**config.mk**
```make
export PLATFORM = sky130hd
export DESIGN_NAME = instr_fetch
export DESIGN_NICKNAME = d
export VERILOG_FILES = /design/src/rtl/riscv_pkg.sv /design/src/rtl/instr_fetch.sv
export SDC_FILE = /design/constraint.sdc
export NUM_CORES = 1
export LEC_CHECK = 0
export CAP_MARGIN = 40
export CORE_UTILIZATION = 44
export DETAILED_ROUTE_END_ITERATION = 7
export PLACE_DENSITY = 0.81
export SLEW_MARGIN = 20
export SYNTH_ARGS = -nofsm -noshare
export SYNTH_HDL_FRONTEND = slang
export SYNTH_SLANG_ARGS = --single-unit
```
**constraint.sdc**
```tcl
create_clock -name clk -period 2.2 [get_ports clk]
set_clock_uncertainty 0.05 [all_clocks]
set_input_delay 0.33 -clock clk [delete_from_list [all_inputs] [get_ports clk]]
set_output_delay 0.33 -clock clk [all_outputs]
set_load 0.02 [all_outputs]
```
**src/rtl/riscv_pkg.sv**
```systemverilog
// Shared RISC-V front-end types and constants used by the fetch stage.
package riscv_pkg;
  localparam int XLEN = 32;
  localparam logic [XLEN-1:0] INSTR_NOP = 32'h0000_0013;  // addi x0,x0,0

  typedef enum logic [1:0] {IDLE, WAIT, DRAIN, FAULT} fetch_state_t;
endpackage

```
**src/rtl/instr_fetch.sv**
```systemverilog
// Instruction fetch: one outstanding request/grant fetch per slot, valid/ready
// output register to decode, flush handling and misaligned-PC fault capture.
module instr_fetch
  import riscv_pkg::*;
#(
  parameter logic [XLEN-1:0] NOP = INSTR_NOP
) (
  input  logic            clk,
  input  logic            reset,
  input  logic [XLEN-1:0] pc_in,
  output logic            pc_advance,
  input  logic            flush,
  output logic            imem_req,
  output logic [XLEN-1:0] imem_addr,
  input  logic            imem_gnt,
  input  logic            imem_rvalid,
  input  logic [XLEN-1:0] imem_rdata,
  output logic            id_valid,
  input  logic            id_ready,
  output logic [XLEN-1:0] id_instr,
  output logic [XLEN-1:0] id_pc,
  output logic            id_fault
);

  fetch_state_t    state;
  logic [XLEN-1:0] pc_q;
  logic            slot_free;
  logic            misaligned;

  // Issue needs a free output slot so the response can always be loaded on arrival.
  assign slot_free  = !id_valid || id_ready;
  assign misaligned = pc_in[1:0] != 2'b00;
  assign imem_req   = !reset && !flush && (state == IDLE) && slot_free && !misaligned;
  assign pc_advance = imem_req && imem_gnt;
  assign imem_addr  = pc_in;

  always_ff @(posedge clk) begin
    if (reset) begin
      state    <= IDLE;
      pc_q     <= '0;
      id_valid <= 1'b0;
      id_fault <= 1'b0;
      id_instr <= '0;
      id_pc    <= '0;
    end else if (flush) begin
      id_valid <= 1'b0;
      // An un-returned response must still be swallowed before issuing again.
      if (state == WAIT || state == DRAIN)
        state <= imem_rvalid ? IDLE : DRAIN;
      else
        state <= IDLE;
    end else begin
      if (id_valid && id_ready) id_valid <= 1'b0;
      case (state)
        IDLE: begin
          if (slot_free && misaligned) begin
            id_valid <= 1'b1;
            id_fault <= 1'b1;
            id_instr <= NOP;
            id_pc    <= pc_in;
            state    <= FAULT;
          end else if (pc_advance) begin
            pc_q  <= pc_in;
            state <= WAIT;
          end
        end
        WAIT: begin
          if (imem_rvalid) begin
            id_valid <= 1'b1;
            id_fault <= 1'b0;
            id_instr <= imem_rdata;
            id_pc    <= pc_q;
            state    <= IDLE;
          end
        end
        DRAIN: if (imem_rvalid) state <= IDLE;
        FAULT: state <= FAULT;
        default: state <= IDLE;
      endcase
    end
  end

endmodule

```
==> metrics.md <==
| Metric | Value |
|---|---|
| Status | finished clean |
| CP Max Fanout | 6 |
| Per-cell routed wire length | 15.85 um |
| Final Hold Viols | 0 |
| Tcrit/Tclk final | between 90% and 100% |
| Via Count | 4143 |
| Clock Root Buffer | clkbuf_8 |
| R2R Setup Slk | about 220 ps |
| Vias per inst | 5.458 |
| DRT iter0 DRCs | 160 |
| All-layer global routing usage | 23.49% |
| Slew Viols, Final | 0 |
| Proportion of power drawn by combinational gates | around 31% |
| Dpl hpwl | 8.215 mm |
| Seq pwr share | between 40% and 50% |
| Crit Reg-Reg Endpoint | state[1] |
| Fin util | 66.35% |
| Commonest non-fill, non-tap cell in the layout | clkdlybuf4s50_1 |
| Clock buffer depth | 2 |
| Antenna Violating Nets Remaining | 0 |
| Critical path launch point type | register |
| Final wirelength | roughly 12 mm |
| Crit Reg-Reg Startpoint | state[1] |
| Largest net degree at the start of global routing | 68 |
| CTS tree | built |
| Most frequent cells in the layout | clkdlybuf4s50_1, dfxtp_1, a21oi_1 |
| Worst hold path depth | 2 |
| Synthesized area per cell | around 8.7 um^2 |
| Layout net count | approximately 700 |
| Vias in the first global route | 3976 |
| Post-Syn Nets | around 570 |
| Die Area | just over 10000 um^2 |
| Initial antenna violation count | 0 |
| Max-cap violations | 0 |
| RSZ-0062 raised after global routing | no |
| Lkg Pwr | 2.117 nW |
| Total CTS buffers | 9 |
| Min-delay worst type | reg -> reg |
| Drt drc | 0 |
| Worst Hold Endpoint | pc_q[19] |
| First-pass GRT wire length | 18.95 mm |
| Starting density of the core | 46.21% |
| Peak supply drop | 415.9 uV |
| Vert. Die Dim | 101.4 um |
| CTS H-Tree Depth | 3 |
| CP Data Arrival Time | 1690 ps |
| # setup viols final | 0 |
| Clk sinks | 100 |
| Clock period minus worst slack | just over 2000 ps |
| Row count | 35 |
| Port buffer count | 169 |
| Hold path start | pc_q[19] |
| N_diodes | 0 |
| Placer Congestion | 0.7773 |
| Sequential share of the synthesized area | 46.02% |
| Synthesized flop and latch total | 100 |
| Clock power share | 25.3% |
| Critical Path RT | 1820 ps |
| Cells after synthesis | 501 |
| Max transition margin | between 50% and 60% |
| Share of cells above drive strength 1 | 8.413% |
| Sw Share | a little under a third |
| Post-CTS Hold Fix Bufs | 0 |
| Cell depth of the worst flop-to-flop path | 8 |
| Cell area power density | 731.1 nW/um^2 |
| Clock Latency Late Sink | around 360 ps |
| Worst Max-Slew Pin Slew | 612.0 ps |
| Cell variety after synth | 34 |
| Setup TNS | 0 ps |
| Syn Std Cell Area | 4350 um^2 |
| Net Switching | between 1 and 1.5 mW |
| Yosys warning total | 0 |
| Crit. End Element | output pin |
| Core Box Area | between 9000 and 10000 um^2 |
| Max Clock Freq | 483.3 MHz |
| Setup CP Type | reg -> out |
| Internal power | around 3.1 mW |
| IO Pins | 170 |
| Post-CTS Setup Bufs | 0 |
| Die W | 101.4 um |
| Clock transition at path regs | 100 ps |
| DRT Pass-1 Iters | 4 |
| Overflow after GRT | 0 |
| Syn-to-layout area delta | 43.60% |
-- cell type report --
cell class                      count  area [um^2]
Inverter                            6        22.52
Clock buffer                       10        127.6
Tap cell                          129        161.4
Multi-Input combinational cell    315         1917
Timing Repair Buffer              193         1952
Sequential cell                   100         2002
Fill cell                         773         3168
Clock inverter                      6        65.06
-- registers in the layout, summed over array words and instances (netlist names) --
signal and flops:
state 2, id_pc 32, id_fault 1, id_valid 1, id_instr 32, pc_q 32
-- repair_timing --
action                                  in CTS  in global routing
endpoints found under the setup margin       2                  2
hold endpoints to repair                     0                  0
pin swaps                                    0                  0
resized for setup                            3                  4
-- logic make-up after synthesis --
family | synth area share, %
buf+inv | 10.50
compound gates | 22.29
fa+ha+maj | 0.8629
mux | 7.593
simple gates | 12.74
flops | 46.02
-- layer usage --
| metal | up-vias | wire [um] | GRT usage, % |
|---|---|---|---|
| li1 | 2009 | - | - |
| met1 | 1978 | 5045 | 27.56 |
| met2 | 138 | 6170 | 42.65 |
| met3 | 18 | 610 | 4.969 |
| met4 | 0 | 201 | 7.469 |
| met5 | - | 0 | 0 |
-- worst max path at each step --
stage	slack (ps)	from	end
2_1_floorplan	320	state[0]	state[1]
4_1_cts	30	pc_in[0]	imem_req
6_report	130	state[1]	pc_advance
3_3_place_gp	-220	pc_in[0]	imem_req
3_5_place_dp	-270	pc_in[0]	imem_req
5_1_grt	4	state[1]	pc_advance
-- cell usage after synthesis --
| library cell | count | share of area (%) |
|---|---|---|
| inv_1 | 5 | 0.43 |
| o21ai_1 | 1 | 0.11 |
| buf_4 | 33 | 5.7 |
| a2111o_1 | 1 | 0.26 |
| o21ai_0 | 31 | 3.6 |
| or4_4 | 1 | 0.26 |
| nand4_1 | 29 | 4.2 |
| a221oi_1 | 1 | 0.20 |
| nand2_1 | 60 | 5.2 |
| a21boi_0 | 1 | 0.17 |
| nand4b_4 | 1 | 0.55 |
| nor4_1 | 1 | 0.14 |
| o41ai_1 | 1 | 0.20 |
| nand2b_1 | 1 | 0.14 |
| clkbuf_2 | 1 | 0.11 |
| or2_2 | 1 | 0.14 |
| nor3_1 | 1 | 0.11 |
| a221oi_2 | 1 | 0.35 |
| buf_2 | 7 | 0.81 |
| or2_1 | 1 | 0.14 |
| dfxtp_1 | 100 | 46 |
| mux2i_1 | 33 | 7.6 |
| inv_2 | 1 | 0.086 |
| a311oi_1 | 4 | 0.81 |
| nor2_2 | 2 | 0.29 |
| nor2_1 | 6 | 0.52 |
| a21oi_1 | 95 | 11 |
| ha_1 | 3 | 0.86 |
| clkbuf_1 | 39 | 3.4 |
| a211oi_1 | 32 | 5.5 |
| a21boi_1 | 1 | 0.17 |
| nand2b_4 | 1 | 0.32 |
| nor3b_1 | 2 | 0.35 |
| nor2b_1 | 3 | 0.43 |
-- power groups by stage --
stage | Combinational, mW | Clock (mW) | Sequential, mW
2_1_floorplan | 0.625 | 0 | 2.19
3_3_place_gp | 1.36 | 0 | 2.05
3_5_place_dp | 1.39 | 0 | 2.06
4_1_cts | 1.40 | 1.18 | 2.02
5_1_grt | 1.49 | 1.27 | 2.03
6_report | 1.39 | 1.16 | 2.02
-- metrics by stage --
| step | hold slack [ps] | instance area [um^2] | instances | power, mW | worst slack [ps] |
|---|---|---|---|---|---|
| floorplan | 386.0 | 4350 | 501 | 2.815 | 315.2 |
| global route | 426.6 | 6247 | 759 | 4.793 | 4.427 |
| CTS | 411.3 | 6250 | 759 | 4.595 | 33.49 |
| finish | 410.4 | 6247 | 759 | 4.567 | 130.9 |
| detailed placement | 397.5 | 6057 | 743 | 3.448 | -274.0 |
| global placement | 390.8 | 6057 | 743 | 3.413 | -218.0 |
-- worst max-delay path, stage by stage, from the launching register on --
cell	delay, ps
dfxtp_1	350
inv_1	90
ha_2	260
nand2b_4	80
nand4b_4	170
inv_2	70
clkdlybuf4s15_1	310
Power figures use the tool's default switching activity.
==> variant 1, RTL diff (same flow settings) <==
Make the reset (`reset`) asynchronous in one clocked block.
--- a/src/rtl/instr_fetch.sv
+++ b/src/rtl/instr_fetch.sv
@@ -34,7 +34,7 @@
   assign pc_advance = imem_req && imem_gnt;
   assign imem_addr  = pc_in;
 
-  always_ff @(posedge clk) begin
+  always_ff @(posedge clk or posedge reset) begin
     if (reset) begin
       state    <= IDLE;
       pc_q     <= '0;
Behaviour: differs if reset is asserted again (counterexample within 4 cycles, from zero or initial values and one cycle with reset high); with reset held inactive, the same outputs for 4 cycles.
==> variant 1 against the original RTL <==
Sequential cell count unchanged. Area after synthesis increased by 10%. Critical path type unchanged. Count of clock-buffer cells in the layout decreased by 1. Worst setup slack got worse by 0.017 ns. Die area increased by 9.8%. Sequential share of layout area increased by 5.7 points. Maximum frequency decreased by 0.79%. Cell area increased by 6.2%. Non-clock buffer count decreased by 4. Routed wire length decreased by 10%.
Power is not compared: it rests on default switching activity, and its combinational part moved more than twofold at a synthesized area within 25%.
==> variant 1: results (changes against the original RTL) <==
<table>
<tr><th>Metric</th><th>Value</th></tr>
<tr><th colspan="2">Layout</th></tr>
<tr><td>Number of ordinary and repair buffers in the finished layout</td><td>189 (was 193)</td></tr>
<tr><td>Fraction of layout cells with a size suffix above 1</td><td>13.90% (was 8.413%)</td></tr>
<tr><td>Multi-input gate share of the layout cell area</td><td>26.49% (was 30.68%)</td></tr>
<tr><td>Non-Clock Buffer Area Fraction</td><td>28.15% (was 31.24%)</td></tr>
<tr><td>Clock tree cell share of total cell area</td><td>3.111% (was 3.084%)</td></tr>
<tr><td>Multi-input gate count</td><td>222 (was 315)</td></tr>
<tr><td>Signal inverters</td><td>34 (was 6)</td></tr>
<tr><th colspan="2">Setup path</th></tr>
<tr><td>Capturing point of the worst reg2reg path</td><td>id_pc[6] (was state[1])</td></tr>
<tr><td>Launch point of the worst path</td><td>state[1] (unchanged)</td></tr>
<tr><td>Critical Path Fanout Max</td><td>3 (was 6)</td></tr>
<tr><td>Critical R2R Launch</td><td>state[1] (unchanged)</td></tr>
<tr><td>Critical Path Slowest Stage Cell</td><td>sky130_fd_sc_hd__dfrtp_1 (was sky130_fd_sc_hd__dfxtp_1)</td></tr>
<tr><th colspan="2">Outcome</th></tr>
<tr><td>Run status</td><td>finished clean (unchanged)</td></tr>
<tr><th colspan="2">Synth</th></tr>
<tr><td>Post-synthesis adder-cell area fraction</td><td>0.7841% (was 0.8628%)</td></tr>
<tr><td>Dominant register cell in the synthesized netlist</td><td>sky130_fd_sc_hd__dfrtp_1 (was sky130_fd_sc_hd__dfxtp_1)</td></tr>
<tr><th colspan="2">Floorplan</th></tr>
<tr><td>Row count</td><td>37 (was 35)</td></tr>
<tr><th colspan="2">Placed design</th></tr>
<tr><td>Routability congestion estimate</td><td>0.8317 (was 0.7773)</td></tr>
<tr><td>Post-Place Cells</td><td>680 (was 743)</td></tr>
<tr><td>Post-detail-place hpwl</td><td>7.516 mm (was 8.215 mm)</td></tr>
<tr><th colspan="2">Worst hold path</th></tr>
<tr><td>Destination of the worst hold path</td><td>pc_q[1] (was pc_q[19])</td></tr>
<tr><td>Worst hold path stage count</td><td>1 (was 2)</td></tr>
<tr><th colspan="2">GRT</th></tr>
<tr><td>Number of global-route vias before repair</td><td>3530 (was 3976)</td></tr>
<tr><td>Met3 capacity usage during global routing</td><td>4.782% (was 4.969%)</td></tr>
<tr><td>Pin count of the biggest net entering global routing</td><td>101 (was 68)</td></tr>
<tr><th colspan="2">Clock network</th></tr>
<tr><td>Post-cts repair resize count</td><td>4 (was 3)</td></tr>
<tr><th colspan="2">Timing</th></tr>
<tr><td>Time the worst path needs with I/O delays and setup</td><td>2.086 ns (was 2.069 ns)</td></tr>
<tr><th colspan="2">Route</th></tr>
<tr><td>Count of routing violations after the opening detailed-route iteration</td><td>259 (was 160)</td></tr>
</table>
## variant 1: changes by cell type after synthesis, moves of 29 or more
cell | unedited run | this run
sky130_fd_sc_hd__inv_1 | 5 | 34
sky130_fd_sc_hd__mux2_2 | 0 | 30
sky130_fd_sc_hd__nand4_1 | 29 | 0
sky130_fd_sc_hd__a211oi_1 | 32 | 0
sky130_fd_sc_hd__o21ai_0 | 31 | 0
sky130_fd_sc_hd__a21oi_1 | 95 | 36
sky130_fd_sc_hd__clkbuf_1 | 39 | 4
sky130_fd_sc_hd__mux2i_1 | 33 | 62
sky130_fd_sc_hd__a31oi_1 | 0 | 32
sky130_fd_sc_hd__dfxtp_1 | 100 | 0
sky130_fd_sc_hd__dfrtp_1 | 0 | 100
sky130_fd_sc_hd__nand2_1 | 60 | 29
## variant 1: logic make-up after synthesis
group | after synthesis
AO/OA/AOI/OAI | 76
adder cells (fa/ha/maj) | 3
buffers and inverters | 95
flip-flops | 100
multiplexers | 95
AND/OR/NAND/NOR | 48
==> variant 2, RTL diff (same flow settings) <==
Made on the original files. Change the package constant `XLEN` from 32 to 16.
--- a/src/rtl/riscv_pkg.sv
+++ b/src/rtl/riscv_pkg.sv
@@ -1,6 +1,6 @@
 // Shared RISC-V front-end types and constants used by the fetch stage.
 package riscv_pkg;
-  localparam int XLEN = 32;
+  localparam int XLEN = 16;
   localparam logic [XLEN-1:0] INSTR_NOP = 32'h0000_0013;  // addi x0,x0,0
 
   typedef enum logic [1:0] {IDLE, WAIT, DRAIN, FAULT} fetch_state_t;
Interface: changed (5 resized); port bits go from 170 to 90. The function was not compared with the original's and may differ.
==> variant 2 against the original RTL <==
First-iteration DRC count fell by 33%. Worst setup slack gained 0.0080 ns. Total power fell by 48%. Combinational power shrank 45%. Routed wire length down 53%. Area after synthesis is 44% lower. Cell area is 46% lower. Sequential cell count fell by 48. Global-route usage decreased by 3.6 points. Critical endpoint is now imem_req.
==> variant 2: results (changes against the original RTL) <==
<table>
<tr><th>Metric</th><th>Value</th></tr>
<tr><th colspan="2">Route</th></tr>
<tr><td>Total routed wire length on the met1 layer</td><td>2.592 mm (was 5.045 mm)</td></tr>
<tr><td>Met2 Routed Length</td><td>2.701 mm (was 6.170 mm)</td></tr>
<tr><td>Count of routing violations after the opening detailed-route iteration</td><td>107 (was 160)</td></tr>
<tr><td>Routed vias</td><td>2086 (was 4143)</td></tr>
<tr><td>Routed met3 length</td><td>262 µm (was 610 µm)</td></tr>
<tr><th colspan="2">Setup path</th></tr>
<tr><td>Worst reg-to-reg setup slack</td><td>0.30 ns (was 0.22 ns)</td></tr>
<tr><td>Capturing point of the worst reg2reg path</td><td>id_instr[0] (was state[1])</td></tr>
<tr><td>Timing endpoint of the critical path</td><td>imem_req (was pc_advance)</td></tr>
<tr><th colspan="2">GRT</th></tr>
<tr><td>Met2 Track Usage GR</td><td>33.33% (was 42.65%)</td></tr>
<tr><td>Met3 capacity usage during global routing</td><td>4.405% (was 4.969%)</td></tr>
<tr><td>Wire length of the first global-routing pass</td><td>9.397 mm (was 18.95 mm)</td></tr>
<tr><th colspan="2">Outcome</th></tr>
<tr><td>Run status</td><td>finished clean (unchanged)</td></tr>
<tr><th colspan="2">Clock network</th></tr>
<tr><td>CTS H-tree depth</td><td>2 (was 3)</td></tr>
<tr><td>Skew-Pair Late Insertion Delay</td><td>0.30 ns (was 0.36 ns)</td></tr>
<tr><td>Number of buffers created by CTS</td><td>5 (was 9)</td></tr>
<tr><th colspan="2">Placed design</th></tr>
<tr><td>Post-detail-place hpwl</td><td>3.799 mm (was 8.215 mm)</td></tr>
<tr><td>Instance area at placement</td><td>3301 µm² (was 6057 µm²)</td></tr>
<tr><td>Count of port buffers added during placement</td><td>89 (was 169)</td></tr>
<tr><td>Post-Place Cells</td><td>391 (was 743)</td></tr>
<tr><th colspan="2">Timing</th></tr>
<tr><td>Time the worst path needs with I/O delays and setup</td><td>2.061 ns (was 2.069 ns)</td></tr>
<tr><td>Transition time at the pin with the least slew margin</td><td>0.6001 ns (was 0.6120 ns)</td></tr>
<tr><td>Hold slack</td><td>0.4309 ns (was 0.4104 ns)</td></tr>
<tr><th colspan="2">Layout</th></tr>
<tr><td>Number of fill cells in the layout</td><td>434 (was 773)</td></tr>
<tr><th colspan="2">Synth</th></tr>
<tr><td>Post-Synthesis Net Count</td><td>296 (was 574)</td></tr>
<tr><th colspan="2">Worst hold path</th></tr>
<tr><td>Destination of the worst hold path</td><td>id_instr[9] (was pc_q[19])</td></tr>
<tr><td>Worst hold path startpoint</td><td>id_instr[9] (was pc_q[19])</td></tr>
<tr><th colspan="2">Pwr</th></tr>
<tr><td>Peak supply drop</td><td>0.4017 mV (was 0.4159 mV)</td></tr>
</table>
variant 2: cell count changes after synthesis, moves of 14 or more:
cell / before / now
sky130_fd_sc_hd__o21ai_0: 31 / 14
sky130_fd_sc_hd__a21oi_1: 95 / 34
sky130_fd_sc_hd__a211oi_1: 32 / 7
sky130_fd_sc_hd__nand4_1: 29 / 13
sky130_fd_sc_hd__dfxtp_1: 100 / 52
sky130_fd_sc_hd__nand2_1: 60 / 0
sky130_fd_sc_hd__nor2_1: 6 / 21
sky130_fd_sc_hd__clkbuf_1: 39 / 7
sky130_fd_sc_hd__buf_4: 33 / 19
variant 2: critical path: cells and delay by family, from the launching register on:
kind	cells	cell delay, ns
buffers and inverters	2	0.41
and+or+nand+nor	3	0.44
DFF	1	0.36
adders and majority gates	1	0.17
variant 2: final cells by class:
| cell class | count | area [µm²] | area share, % |
|---|---|---|---|
| clock buffers | 6 | 72.57 | 2.144 |
| clock inverters | 2 | 13.76 | 0.4067 |
| inverters | 6 | 22.52 | 0.6654 |
| multi-input cells | 159 | 1151 | 34.01 |
| flip-flops and latches | 52 | 1041 | 30.76 |
| well taps | 70 | 87.58 | 2.588 |
| repair buffers | 104 | 996.0 | 29.43 |
variant 2: cell families after synthesis:
| logic type | count (synthesis) |
|---|---|
| adder cells (fa/ha/maj) | 3 |
| flip-flops | 52 |
| multiplexers | 31 |
| AND/OR/NAND/NOR | 50 |
| buffers and inverters | 44 |
| AO/OA/AOI/OAI | 75 |
variant 2: power by group:
part	switching [W]	internal [W]	leakage, nW
Combinational	0.000412	0.000356	0.826
Sequential	0.0000400	0.00101	0.424
Clock	0.000312	0.000227	0.0456
Total	0.000764	0.00160	1.30
variant 2: repair_timing:
| action | CTS | global route |
|---|---|---|
| setup buffers | 0 | 0 |
| setup endpoints to repair | 2 | 0 |
| resized for setup | 2 | 0 |
